$ cat src/rtl/fp16_pkg.sv
// rtl/fp16_pkg.sv - shared binary16 types, constants and special-operand classification for fdiv16
package fp16_pkg;

  typedef enum logic [1:0] {
    RM_RZ  = 2'b00,
    RM_RNE = 2'b01,
    RM_RD  = 2'b10,
    RM_RU  = 2'b11
  } roundmode_e;

  localparam int FLAG_NX = 0;
  localparam int FLAG_UF = 1;
  localparam int FLAG_OF = 2;
  localparam int FLAG_DZ = 3;
  localparam int FLAG_NV = 4;

  localparam logic [15:0] QNAN    = 16'h7E00;
  localparam logic [15:0] POS_INF = 16'h7C00;
  localparam logic [14:0] MAXNUM  = 15'h7BFF;
  localparam int          BIAS    = 15;

  typedef enum logic [2:0] {
    IDLE,
    PREP,
    ITER,
    ROUND,
    DONE
  } state_e;

  typedef struct packed {
    logic        hit;
    logic [4:0]  flags;
    logic [15:0] result;
  } special_t;

  // Result of a/b when either operand is NaN, inf or zero; hit=0 means both are finite nonzero.
  function automatic special_t special_case(input logic [15:0] a, input logic [15:0] b);
    logic a_nan, b_nan, a_snan, b_snan, a_inf, b_inf, a_zero, b_zero, sgn;
    special_t s;
    a_nan  = (a[14:10] == 5'h1F) && (a[9:0] != 10'd0);
    b_nan  = (b[14:10] == 5'h1F) && (b[9:0] != 10'd0);
    a_snan = a_nan && !a[9];
    b_snan = b_nan && !b[9];
    a_inf  = (a[14:10] == 5'h1F) && (a[9:0] == 10'd0);
    b_inf  = (b[14:10] == 5'h1F) && (b[9:0] == 10'd0);
    a_zero = (a[14:0] == 15'd0);
    b_zero = (b[14:0] == 15'd0);
    sgn    = a[15] ^ b[15];
    s.hit    = 1'b1;
    s.flags  = 5'd0;
    s.result = 16'd0;
    if (a_nan || b_nan) begin
      s.result         = QNAN;
      s.flags[FLAG_NV] = a_snan | b_snan;
    end else if ((a_zero && b_zero) || (a_inf && b_inf)) begin
      s.result         = QNAN;
      s.flags[FLAG_NV] = 1'b1;
    end else if (a_inf) begin
      s.result = {sgn, POS_INF[14:0]};
    end else if (b_zero) begin
      s.result         = {sgn, POS_INF[14:0]};
      s.flags[FLAG_DZ] = 1'b1;
    end else if (b_inf || a_zero) begin
      s.result = {sgn, 15'd0};
    end else begin
      s.hit = 1'b0;
    end
    return s;
  endfunction

endpackage

$ cat src/rtl/lzc11.sv
// rtl/lzc11.sv - 11-bit leading-zero counter used to normalise subnormal significands
module lzc11 (
  input  logic [10:0] a,
  output logic [3:0]  cnt
);

  // Highest set bit wins; an all-zero input reports 11.
  always_comb begin
    cnt = 4'd11;
    for (int i = 0; i < 11; i++) begin
      if (a[i]) cnt = 4'(10 - i);
    end
  end

endmodule

$ cat src/rtl/fdiv16.sv
// rtl/fdiv16.sv - binary16 divider, 15-cycle restoring datapath; FDIV16_EARLY_OUT_EN shortcuts special operands
module fdiv16
  import fp16_pkg::*;
(
  input  logic        clk,
  input  logic        reset_n,
  input  logic [15:0] x,
  input  logic [15:0] y,
  input  logic [1:0]  roundmode,
  input  logic        in_valid,
  output logic        in_ready,
  output logic [15:0] result,
  output logic [4:0]  flags,
  output logic        out_valid,
  input  logic        out_ready
);

  state_e            state_q, state_d;
  logic [15:0]       x_q, x_d, y_q, y_d;
  roundmode_e        rm_q, rm_d;
  logic [12:0]       rem_q, rem_d, quo_q, quo_d;
  logic [10:0]       div_q, div_d;
  logic signed [7:0] eq_q, eq_d;
  logic [3:0]        cnt_q, cnt_d;
  logic              sign_q, sign_d;
  special_t          spec_q, spec_d;
  logic [15:0]       result_q, result_d;
  logic [4:0]        flags_q, flags_d;

  // Operand unpack and subnormal normalisation
  logic [10:0]       mx_raw, my_raw, mx_n, my_n;
  logic [3:0]        lz_x, lz_y;
  logic [4:0]        ex_eff, ey_eff;
  logic signed [7:0] ex, ey;

  assign mx_raw = {|x_q[14:10], x_q[9:0]};
  assign my_raw = {|y_q[14:10], y_q[9:0]};
  assign ex_eff = (x_q[14:10] == 5'd0) ? 5'd1 : x_q[14:10];
  assign ey_eff = (y_q[14:10] == 5'd0) ? 5'd1 : y_q[14:10];

  lzc11 u_lzc_x (.a(mx_raw), .cnt(lz_x));
  lzc11 u_lzc_y (.a(my_raw), .cnt(lz_y));

  assign mx_n = mx_raw << lz_x;
  assign my_n = my_raw << lz_y;
  assign ex   = $signed({3'b000, ex_eff}) - $signed({4'b0000, lz_x});
  assign ey   = $signed({3'b000, ey_eff}) - $signed({4'b0000, lz_y});

`ifdef FDIV16_EARLY_OUT_EN
  special_t early;
  assign early = special_case(x, y);
`endif

  logic [7:0]  sh_raw, e_adj;
  logic [3:0]  sh_c;
  logic [12:0] lost_mask, q_sh;
  logic [10:0] mant;
  logic        rb, st, inexact, inc, ovf, tiny;
  logic [17:0] mag;
  logic [15:0] rnd_result;
  logic [4:0]  rnd_flags;

  // Denormalise tiny quotients, then round with carry rippling into the exponent field
  always_comb begin
    sh_raw = 8'd1 - $unsigned(eq_q);
    if (eq_q >= 8'sd1) begin
      sh_c  = 4'd0;
      e_adj = $unsigned(eq_q) - 8'd1;
    end else begin
      sh_c  = (sh_raw > 8'd13) ? 4'd13 : sh_raw[3:0];
      e_adj = 8'd0;
    end
    lost_mask = (13'd1 << sh_c) - 13'd1;
    q_sh      = quo_q >> sh_c;
    mant      = q_sh[12:2];
    rb        = q_sh[1];
    st        = q_sh[0] | (|(quo_q & lost_mask)) | (|rem_q);
    inexact   = rb | st;
    case (rm_q)
      RM_RZ:   inc = 1'b0;
      RM_RNE:  inc = rb & (st | mant[0]);
      RM_RD:   inc = inexact & sign_q;
      RM_RU:   inc = inexact & ~sign_q;
      default: inc = 1'b0;
    endcase
    // Hidden bit of a normal significand adds the missing 1 back to e_adj.
    mag  = {e_adj, 10'b0} + {7'b0, mant} + {17'b0, inc};
    ovf  = mag[17:10] > 8'd30;
    tiny = mag[17:10] == 8'd0;
    rnd_flags = 5'd0;
    if (ovf) begin
      if ((rm_q == RM_RZ) || (rm_q == RM_RD && !sign_q) || (rm_q == RM_RU && sign_q))
        rnd_result = {sign_q, MAXNUM};
      else
        rnd_result = {sign_q, POS_INF[14:0]};
      rnd_flags[FLAG_OF] = 1'b1;
      rnd_flags[FLAG_NX] = 1'b1;
    end else begin
      rnd_result         = {sign_q, mag[14:0]};
      rnd_flags[FLAG_NX] = inexact;
      rnd_flags[FLAG_UF] = tiny & inexact;
    end
  end

  // FSM next-state and datapath register updates
  always_comb begin
    state_d  = state_q;
    x_d      = x_q;
    y_d      = y_q;
    rm_d     = rm_q;
    rem_d    = rem_q;
    quo_d    = quo_q;
    div_d    = div_q;
    eq_d     = eq_q;
    cnt_d    = cnt_q;
    sign_d   = sign_q;
    spec_d   = spec_q;
    result_d = result_q;
    flags_d  = flags_q;
    case (state_q)
      IDLE: begin
        if (in_valid) begin
          x_d  = x;
          y_d  = y;
          rm_d = roundmode_e'(roundmode);
`ifdef FDIV16_EARLY_OUT_EN
          if (early.hit) begin
            result_d = early.result;
            flags_d  = early.flags;
            state_d  = DONE;
          end else begin
            state_d = PREP;
          end
`else
          state_d = PREP;
`endif
        end
      end
      PREP: begin
        sign_d = x_q[15] ^ y_q[15];
        spec_d = special_case(x_q, y_q);
        div_d  = my_n;
        quo_d  = 13'd0;
        cnt_d  = 4'd0;
        // Pre-scale the dividend so the first quotient bit is always 1.
        if (mx_n < my_n) begin
          rem_d = {1'b0, mx_n, 1'b0};
          eq_d  = ex - ey + 8'(BIAS) - 8'd1;
        end else begin
          rem_d = {2'b00, mx_n};
          eq_d  = ex - ey + 8'(BIAS);
        end
        state_d = ITER;
      end
      ITER: begin
        if (rem_q >= {2'b00, div_q}) begin
          quo_d = {quo_q[11:0], 1'b1};
          rem_d = (rem_q - {2'b00, div_q}) << 1;
        end else begin
          quo_d = {quo_q[11:0], 1'b0};
          rem_d = rem_q << 1;
        end
        cnt_d = cnt_q + 4'd1;
        if (cnt_q == 4'd12) state_d = ROUND;
      end
      ROUND: begin
        if (spec_q.hit) begin
          result_d = spec_q.result;
          flags_d  = spec_q.flags;
        end else begin
          result_d = rnd_result;
          flags_d  = rnd_flags;
        end
        state_d = DONE;
      end
      DONE: begin
        if (out_ready) state_d = IDLE;
      end
      default: state_d = IDLE;
    endcase
  end

  // State and datapath registers
  always_ff @(posedge clk or negedge reset_n) begin
    if (!reset_n) begin
      state_q  <= IDLE;
      x_q      <= 16'd0;
      y_q      <= 16'd0;
      rm_q     <= RM_RZ;
      rem_q    <= 13'd0;
      quo_q    <= 13'd0;
      div_q    <= 11'd0;
      eq_q     <= 8'sd0;
      cnt_q    <= 4'd0;
      sign_q   <= 1'b0;
      spec_q   <= '0;
      result_q <= 16'd0;
      flags_q  <= 5'd0;
    end else begin
      state_q  <= state_d;
      x_q      <= x_d;
      y_q      <= y_d;
      rm_q     <= rm_d;
      rem_q    <= rem_d;
      quo_q    <= quo_d;
      div_q    <= div_d;
      eq_q     <= eq_d;
      cnt_q    <= cnt_d;
      sign_q   <= sign_d;
      spec_q   <= spec_d;
      result_q <= result_d;
      flags_q  <= flags_d;
    end
  end

  assign in_ready  = (state_q == IDLE);
  assign out_valid = (state_q == DONE);
  assign result    = result_q;
  assign flags     = flags_q;

endmodule

$ cat config.mk
export PLATFORM = sky130hd
export DESIGN_NAME = fdiv16
export DESIGN_NICKNAME = d
export VERILOG_FILES = /design/src/rtl/fp16_pkg.sv /design/src/rtl/lzc11.sv /design/src/rtl/fdiv16.sv
export SDC_FILE = /design/constraint.sdc
export NUM_CORES = 1
export LEC_CHECK = 0
export ABC_AREA = 1
export CORE_MARGIN = 2
export CORE_UTILIZATION = 40
export DETAILED_ROUTE_END_ITERATION = 7
export SYNTH_ARGS = -nofsm -noshare
export SYNTH_HDL_FRONTEND = slang
export SYNTH_HIERARCHICAL = 1
export SYNTH_SLANG_ARGS = --single-unit
$ cat constraint.sdc
create_clock -name clk -period 7.3 [get_ports clk]
set_clock_uncertainty 0.05 [all_clocks]
set_input_delay 1.095 -clock clk [delete_from_list [all_inputs] [get_ports clk]]
set_output_delay 1.095 -clock clk [all_outputs]
set_load 0.005 [all_outputs]
# After elaboration in Yosys (flattened, before gate mapping)
# Cells that the tools add are included.
totals:
  inputBits: 38
  out_inout_bits: 23
  wordCells: 161
  register_bits: 127
classes:
  reduce_logical: 36
  bitwise: 12
  shifts: 4
  n_mux: 62
  n_lt_le_gt_ge: 5
  n_eq_ne: 13
  addsub: 14
op_table:
  columns: ["op", "count"]
  rows:
  - ["2-to-1 mux 16 bit", 6]
  - ["2-to-1 mux 4 bit", 18]
  - ["case mux 13 bit (2 select lines)", 2]
  - ["zero test 15 bit", 2]
  - ["OR reduction 13 bit", 2]
  - ["left shift 11 x 4 -> 11 bit", 2]
  - ["zero test 10 bit", 2]
  - ["nonzero test 10 bit", 2]
  - ["adder 18 x 1 -> 18 bit", 1]
  - ["adder 18 x 11 -> 18 bit", 1]
  - ["2-to-1 mux 1 bit", 17]
  - ["adder 7 x 5 -> 8 bit, second input constant", 2]
  - ["2-to-1 mux 8 bit", 2]
  - ["subtractor 8 x 1 -> 8 bit, second input constant", 2]
  - ["2-to-1 mux 15 bit", 1]
  - ["2-to-1 mux 5 bit", 3]
  - ["case mux 3 bit (5 select lines)", 1]
  - ["subtractor 6 x 6 -> 7 bit", 2]
  - ["bitwise AND 13 bit", 1]
  - ["greater-or-equal comparator 13 x 11 -> 1 bit", 1]
  - ["2-to-1 mux 13 bit", 1]
  - ["left shift 1 x 4 -> 13 bit, first input constant", 1]
  - ["right shift 13 x 4 -> 13 bit", 1]
  - ["subtractor 13 x 1 -> 13 bit, second input constant", 1]
  - ["38 further kinds", 72]

# Longest topological paths before layout
# Gate-level depths: netlist of run 1.
logic_depth:
  depth_word: 18
  mapped_depth: 43

# Modules after synthesis
# The synthesis of run 1 kept the hierarchy.
modules_own_cells:
  columns: ["module", "cells_per_inst", "seq_area_each_um2", "n_inst", "area_per_inst_um2"]
  rows:
  - ["fdiv16", 1295, 2852.7, 1, 9197.6]
  - ["lzc11", 28, 0.0, 2, 133.9]

# Least setup slack after synthesis of run 1
# OpenSTA, ideal clock, no wires.
synth_timing:
  kind: "register to register"
  start: "register eq_q[1]"
  end: "register result_q[13] (netlist: result[13])"
  path_stages_with_launch: 38
  setup_ps: 128
  path_slack_ps: 2441
  synth_period_minus_slack_ps: 4859
  t_arrival_ps: 4681
  cell_sequence: "dfrtp_1 -> inv_1 -> ha_1 -> nand3_1 -> nand2_1 -> inv_1 -> nor2_4 -> nand3b_2 -> nand2_4 -> inv_2 -> nor2_4 -> buf_4 -> inv_1 -> nor2_1 -> inv_1 -> ha_1 -> o21ai_0 -> nor4_1 -> [2 not listed] -> nand2_1 -> nor2_1 -> nand3_1 -> o21ai_0 -> o31ai_1 -> ha_1 -> ha_1 -> nand4_1 -> nor2_1 -> nand3_1 -> nand2_1 -> nand2_1 -> nand4_1 -> nor2_4 -> nand2_4 -> buf_6 -> o21ai_1 -> nand3_1"
synth_via:
  elab_chain_len: 17
synth_rtl:
  columns: ["item", "line_no", "rtl"]
  rows:
  - ["from (decl)", "fdiv16.sv:23", "logic signed [7:0] eq_q, eq_d;"]
  - ["from (signal assigned)", "fdiv16.sv:207", "eq_q <= eq_d;"]
  - ["subtractor 1 x 8 -> 8 bit", "fdiv16.sv:65", "sh_raw = 8'd1 - $unsigned(eq_q);"]
  - ["> comparator 8 x 4 -> 1 bit", "fdiv16.sv:70", "sh_c = (sh_raw > 8'd13) ? 4'd13 : sh_raw[3:0];"]
  - ["2-to-1 mux 4 bit", "fdiv16.sv:70", null]
  - ["2-to-1 mux 4 bit", "fdiv16.sv:66", "if (eq_q >= 8'sd1) begin"]
  - ["left shift 1 x 4 -> 13 bit", "fdiv16.sv:73", "lost_mask = (13'd1 << sh_c) - 13'd1;"]
  - ["subtractor 13 x 1 -> 13 bit", "fdiv16.sv:73", null]
  - ["bitwise AND 13 bit", "fdiv16.sv:77", "st = q_sh[0] | (|(quo_q & lost_mask)) | (|rem_q);"]
  - ["OR reduction 13 bit", "fdiv16.sv:77", null]
  - ["bitwise OR 1 bit (2 in a row)", "fdiv16.sv:77", null]
  - ["bitwise OR 1 bit (on tied branches)", "fdiv16.sv:78, fdiv16.sv:81", null]
  - ["bitwise AND 1 bit (on tied branches)", "fdiv16.sv:83, fdiv16.sv:81, fdiv16.sv:82", null]
  - ["case mux 1 bit (4 select lines)", "fdiv16.sv:79", "case (rm_q)"]
  - ["adder 18 x 1 -> 18 bit *", "fdiv16.sv:87", "mag = {e_adj, 10'b0} + {7'b0, mant} + {17'b0, inc};"]
  - ["> comparator 8 x 5 -> 1 bit", "fdiv16.sv:88", "ovf = mag[17:10] > 8'd30;"]
  - ["2-to-1 mux 15 bit *", "fdiv16.sv:91", "if (ovf) begin"]
  - ["2-to-1 mux 16 bit *", "fdiv16.sv:167", "if (spec_q.hit) begin"]
  - ["to (signal assigned)", "fdiv16.sv:211", "result_q <= result_d;"]
  - ["to (decl)", "fdiv16.sv:27", "logic [15:0] result_q, result_d;"]
# Mark *: on every way between the ends. The rest lies on a longest branch, timed or not.
# A chain may end at the register's enable or synchronous reset.

# Worst setup path in the final report of run 1
layout_timing:
  start: "register eq_q[0]"
  end: "register result_q[3] (netlist: result[3])"
# Same word-level chain as after synthesis.

==> results of run 1 <==
-- how the worst max path moves through the flow --
| stage | startpoint | end | depth (start not counted) |
|---|---|---|---|
| after floorplan | eq_q[1]$_DFFE_PN0P_ | result[13]$_DFFE_PN0P_ | 37 |
| final | eq_q[0]$_DFFE_PN0P_ | result[3]$_DFFE_PN0P_ | 35 |
| after detailed placement | eq_q[0]$_DFFE_PN0P_ | result[3]$_DFFE_PN0P_ | 35 |
| after global placement | eq_q[0]$_DFFE_PN0P_ | result[4]$_DFFE_PN0P_ | 35 |
| after global routing | eq_q[1]$_DFFE_PN0P_ | result[3]$_DFFE_PN0P_ | 37 |
| after CTS | eq_q[0]$_DFFE_PN0P_ | result[3]$_DFFE_PN0P_ | 35 |
-- cell families (layout without fill, tap and decap cells) --
family,count (synthesis),in the layout,share of synthesized area [%]
and+or+nand+nor,615,615,29.2
xor gates and xnor gates,25,25,2.31
adders and majority gates,70,70,9.65
muxes,11,11,1.26
buffers and inverters,251,299,10.8
DFF,114,114,30.1
AOI/OAI and AO/OA,265,265,16.7
-- flip-flops by register name, indices dropped and copies added, names as in the netlist --
name     flops
spec_q       6
div_q       11
rem_q       13
sign_q       1
cnt_q        4
eq_q         8
x_q         16
y_q         16
quo_q       13
result      16
rm_q         2
flags        5
state_q      3
-- cell type report --
cell class	count	area (µm²)
Clock inverter	9	130
Sequential cell	114	2850
Multi-Input combinational cell	986	5600
Inverter	203	790
Tap cell	319	399
Fill cell	2423	12500
Timing Repair Buffer	65	636
Clock buffer	22	474
-- stage by stage --
step           instance area [µm²]  total power, W  util (%)  setup slack (ns)
3_3_place_gp                 10300         0.00468      44.0              1.24
5_1_grt                      10900         0.00621      46.6             0.129
4_1_cts                      10900         0.00562      46.6             0.979
2_1_floorplan                 9470         0.00384         -              2.44
6_report                     10900         0.00559      46.6             0.854
3_5_place_dp                 10300         0.00472      44.0              1.01
-- power by group through the flow --
stage | Combinational (W) | Clock, W | Sequential [W]
floorplan | 0.00275 | 0 | 0.00109
global placement | 0.00352 | 0 | 0.00116
detailed placement | 0.00356 | 0 | 0.00116
CTS | 0.00358 | 0.000883 | 0.00115
global route | 0.00410 | 0.000915 | 0.00119
finish | 0.00357 | 0.000870 | 0.00115
-- placed cells by master (no fill, tap or decap), types with 5 or more instances in the layout --
cell | Yosys | layout
nand2_1 | 287 | 286
nand3_1 | 100 | 100
ha_1 | 65 | 65
o21ai_2 | 10 | 10
fa_1 | 5 | 5
o31ai_1 | 9 | 9
a311oi_1 | 8 | 8
inv_2 | 13 | 13
nand3_2 | 7 | 7
buf_4 | 2 | 6
nor4_1 | 9 | 9
xor2_1 | 19 | 19
nor2_4 | 7 | 7
a31oi_1 | 7 | 7
clkdlybuf4s50_1 | 0 | 59
nand4_1 | 17 | 17
inv_1 | 183 | 183
o22ai_1 | 23 | 23
nor2_1 | 135 | 135
nand2_4 | 5 | 5
nand2_2 | 11 | 12
nor3_1 | 18 | 17
a21oi_2 | 6 | 6
dfrtp_1 | 114 | 114
a21oi_1 | 78 | 78
clkinv_1 | 5 | 5
clkbuf_16 | 0 | 17
xnor2_1 | 6 | 6
mux2_2 | 7 | 7
nor2_2 | 5 | 5
a211oi_1 | 7 | 7
o21ai_0 | 87 | 87
-- cell usage after synthesis, types with 8 or more instances --
master	n	area share [%]
clkbuf_1	36	1.4
a311oi_1	8	0.74
inv_2	13	0.52
nor4_1	9	0.59
dfrtp_1	114	30
o21ai_0	87	4.6
ha_1	65	8.6
inv_1	183	7.3
nor3_1	18	0.95
o22ai_1	23	1.5
o21ai_2	10	0.93
nand2_1	287	11
nand3_1	100	5.3
o31ai_1	9	0.71
nand4_1	17	1.1
nor2_1	135	5.4
nand2_2	11	0.73
xor2_1	19	1.8
a21oi_1	78	4.1
-- routing by layer --
metal	vias to the layer above	share of wire (%)	global-route usage, %
met5	-	0	0
met4	0	2.2	7.58
met3	43	2.9	3.09
met2	182	49	37.1
met1	4147	46	27.4
li1	4533	-	-
-- worst max-delay path, delay by kind of cell (launching register included) --
family | cells | cell delay (ns)
fa+ha+maj | 4 | 0.97
simple gates | 23 | 3.67
buf+inv | 4 | 0.63
compound gates | 4 | 0.54
flops | 1 | 0.52
==> impl_metrics.csv, run 1 <==
group,metric,value,unit
route,drtIter0Drc,504,
timing,fin_crit,6.45,ns
worst_setup_path,end_kind,"flop",
global_routing,grt_pass1_vias,8512,
worst_setup_path,cp_common_cell,"nand2_1",
yosys,synthArstFlopShare,100,%
route,routed_wl,25.5,mm
yosys,synth_nets,1459,
global_routing,grt_use_total,21.5,%
power,switchingPower,0.00281,W
worst_setup_path,cp_max_fo,23,
worst_setup_path,r2r-start,"eq_q[0]$_DFFE_PN0P_",
placed_design,dp.cells,1687,
worst_setup_path,reg2reg_to,"result[3]$_DFFE_PN0P_",
clock_network,tritoncts,"done",
timing,fin_setup_tns,0,ns
route,ant_nets,0,
worst_setup_path,worst_setup_path_start_kind,"flop",
yosys,ys.flop_type,"dfrtp_1",
power,power_density,514,mW/mm²
yosys,synthesis.area_per_instance,7.01,µm²
clock_network,cts.sinks,114,
hold_path,holdPathEnd,"flags[3]$_DFFE_PN0P_",
yosys,synth-seq-area-share,30.1,%
floorplanning,core,0.0233,mm²
clock_network,htreeDepth,4,
final_layout,nets,1495,
route,drtPass1Iterations,5,
worst_setup_path,rrSetupSlack,0.85,ns
global_routing,globalRouteOverflowTotal,0,
clock_network,clk_latency,0.43,ns
yosys,syn_inst,1351,
run,drv_cap,0,
route,drc,0,
run_status,outcome,"complete, no violations",
placed_design,gp_congestion,0.955,
floorplanning,die_w,158,µm
hold_path,holdCritStartpoint,"flags[3]$_DFFE_PN0P_",
clock_network,cts_root_buf,"clkbuf_16",
yosys,yosys_warnings,6,
floorplanning,die_h,158,µm
timing,grt_setup_unrepaired,"no",
timing,timing.hold.ws,0.426,ns
global_routing,grt_pass1_wl,42.2,mm
clock_network,cts_resized,0,
final_layout,n_antenna_cell,0,
clock_network,cts_setup_buffers,0,
worst_setup_path,slowest_stage,"dfrtp_1",
global_routing,antenna_found_initial,0,
placed_design,portBuffers,60,
timing,maxSlewViolCount,0,
route,wl_per_cell,14.8,µm
timing,period_share,88.3,%
timing,worst_pin_slew,1.05,ns
clock_network,clk_pin_slew,0.05,ns
clock_network,clk_path_buf_depth,2,
power,ir_drop,0.206,mV
placed_design,dp_hpwl,19.7,mm
yosys,synth.distinct_cells,60,
power,leakage,5.20,nW
global_routing,grt_max_degree,65,
worst_setup_path,cp_data_arrival_time,6.75,ns
worst_setup_path,required,7.60,ns
yosys,syn_area,0.00947,mm²
yosys,ys_seq_elements,114,
clock_network,cts_buffers,17,
floorplanning,rows,56,
power,swShare,50.3,%
yosys,synth_edf_count,0,
power,p_seq_share,20.6,%
clock_network,hold_buffers,0,
timing,slew-limit-headroom,29.5,%
floorplanning,initial_core_util,40.6,%
route,viasPerCell,5.18,
floorplanning,io_pins,61,
final_layout,syn2layout_area_growth,15.0,%
final_layout,finalNonFillerCells,1718,
power,power_frac_comb,63.8,%
timing,finalHoldViolCount,0,
worst_setup_path,reg2reg_depth,35,
worst_setup_path,critical_path_class,"flop to flop",
route,vias,8905,
final_layout,drive_gt1_share,8.43,%
floorplanning,die_area,0.0249,mm²
power,p_clk_share,15.6,%
worst_setup_path,max_stage_delay,0.52,ns
power,internal_power,0.00278,W
timing,clock.fmax,0.155,GHz
hold_path,whs_path_depth,2,
timing,setup_viol,0,
hold_path,hold_path_class,"flop to flop",
Note: power is estimated with default switching activity, not from simulation.
==> run 2: changes to the inputs <==
- HOLD_SLACK_MARGIN: default -> 0.06
==> results of run 2 <==
The final DEF is identical to that of run 1; final timing and power are the same.
==> RTL change: new RTL, flow settings as in run 2 <==
`MAXNUM`: 15'h7BFF -> 15'h5CFF.
--- a/src/rtl/fp16_pkg.sv
+++ b/src/rtl/fp16_pkg.sv
@@ -17,5 +17,5 @@
   localparam logic [15:0] QNAN    = 16'h7E00;
   localparam logic [15:0] POS_INF = 16'h7C00;
-  localparam logic [14:0] MAXNUM  = 15'h7BFF;
+  localparam logic [14:0] MAXNUM  = 15'h5CFF;
   localparam int          BIAS    = 15;
 
Behaviour: no difference found for any inputs over 10 cycles, from zero or initial values and one cycle with reset_n low; that may be too few to reach the edited logic, so the function may still have changed.
==> RTL change against run 2 <==
  * Sequential cell count did not move
  * Synthesized area increased by 1.8%
  * Design area is 1.9% higher
  * Routed wire length up 3.3%
  * Total power grew 4.5%
  * Via count is 0.75% higher
  * Setup slack improved by 0.70 ns
  * First-iteration DRC count up 16%
  * Critical endpoint unchanged
  * Largest power group unchanged
==> RTL change: results <==
[clock_tree]
post-cts-setup-buffers = 0
path_clk_slew_ns = 0.06
cts_max_level = 4
numCtsBuffers = 17
cts_resized = 0
clockBufferDepth = 2
clock_latency_ns = 0.42
clock-root-buffer = "clkbuf_16"

[drt]
wirelength_mm = 26.4
viasPerCell = 5.20
first_iter_violations = 584
dr.pass1.iters = 6
dr_total_vias = 8972

[worst_hold_path]
hp-start = "cnt_q[3]"
hp-class = "reg -> reg"

[logic_synthesis]
syn-num-nets = 1466
synthDistinctLibCells = 58
synth_flop_cell = "dfrtp_1"
syn_area_per_cell_um2 = 7.09
seq_area_frac_synth_pct = 29.6
synth_xor_xnor_area_share_pct = 3.09
synthMuxAreaShare_pct = 1.60
synth_compound_area_share_pct = 14.2
synth.area.top_cells = "dfrtp_1, nand2_1, ha_1"
async_flop_share_pct = 100
yosys.area_share.adder_pct = 9.48
synth_common_cells = "nand2_1, inv_1, nor2_1, dfrtp_1, nand3_1"
ys_warn_count = 6

[finish]
drive_gt1_share_pct = 9.31
fillCellCount = 2459
diodes = 0

[critical_path]
cpMaxStageDelayCell = "nor2_2"
cp_top_family = "simple AND/OR/NAND/NOR gates"
cpPeakStageDelay_ns = 0.52
arrival_ns = 6.05
crit_type = "reg -> reg"
crit_fanout = 17
rr_startpoint = "eq_q[1]"
worst-r2r-setup-slack_ns = 1.55

[power]
p_leak_uw = 0.00535
ir_worst_vdd_uv = 169

[placement]
place_congestion = 0.930
hpwl_mm = 20.3
dp.cells = 1694
portBuffers = 60

[global_route]
grt.total_usage_pct = 21.2
grt_pass1_vias = 8576
antenna_found_initial = 0
grt_start_max_net_pins = 78
grt_pass1_wl_mm = 43.8

[sta]
timing.max_slew.rel_slack_pct = 28.9

[outcome]
status = "complete, no violations"
RTL change: kinds of logic (layout without fill, tap and decap cells):
logic type | Yosys count | after routing
simple gates | 653 | 653
fa+ha+maj | 70 | 70
xor+xnor | 34 | 34
buf+inv | 242 | 291
compound gates | 231 | 231
flops | 114 | 114
mux | 14 | 14
RTL change: cell type report:
cell class | count | area share, %
inverters | 196 | 6.97
well taps | 319 | 3.60
clock buffers | 19 | 3.99
clock inverters | 13 | 2.09
repair buffers | 63 | 5.59
flip-flops and latches | 114 | 25.7
multi-input cells | 1002 | 52.0
RTL change: worst paths after layout:
path / to / depth (start not counted)
setup / recovery: result[3] / 35
hold / removal: cnt_q[3] / 1
setup reg to reg: result[3] / 35
hold reg to reg: cnt_q[3] / 1
max in group asynchronous: result[0] / 2
min in group asynchronous: eq_q[5] / 1
RTL change: report_power, final:
part	internal, uW	switching, uW	leakage, uW
clock	650	319	0.000324
combinational	1350	2380	0.00363
sequential	901	247	0.00140
RTL change: metal layers:
metal / vias to the layer above / part of all wire, % / track usage (%)
li1: 4552 / - / -
met1: 4115 / 45 / 27.4
met2: 245 / 47 / 35.4
met3: 60 / 4.5 / 3.72
met4: 0 / 2.9 / 7.81
met5: - / 0 / 0
RTL change: through the flow:
| stage | hold WS, ns | worst slack (ns) | cell area, um2 | util [%] |
|---|---|---|---|---|
| after floorplan | 0.391 | 2.66 | 9630 | - |
| after detailed placement | 0.418 | 1.63 | 10400 | 44.3 |
| final | 0.425 | 1.55 | 11100 | 47.1 |
| after global routing | 0.448 | 0.893 | 11100 | 47.1 |
| after CTS | 0.426 | 1.62 | 11100 | 47.1 |
| after global placement | 0.411 | 1.79 | 10400 | 44.3 |
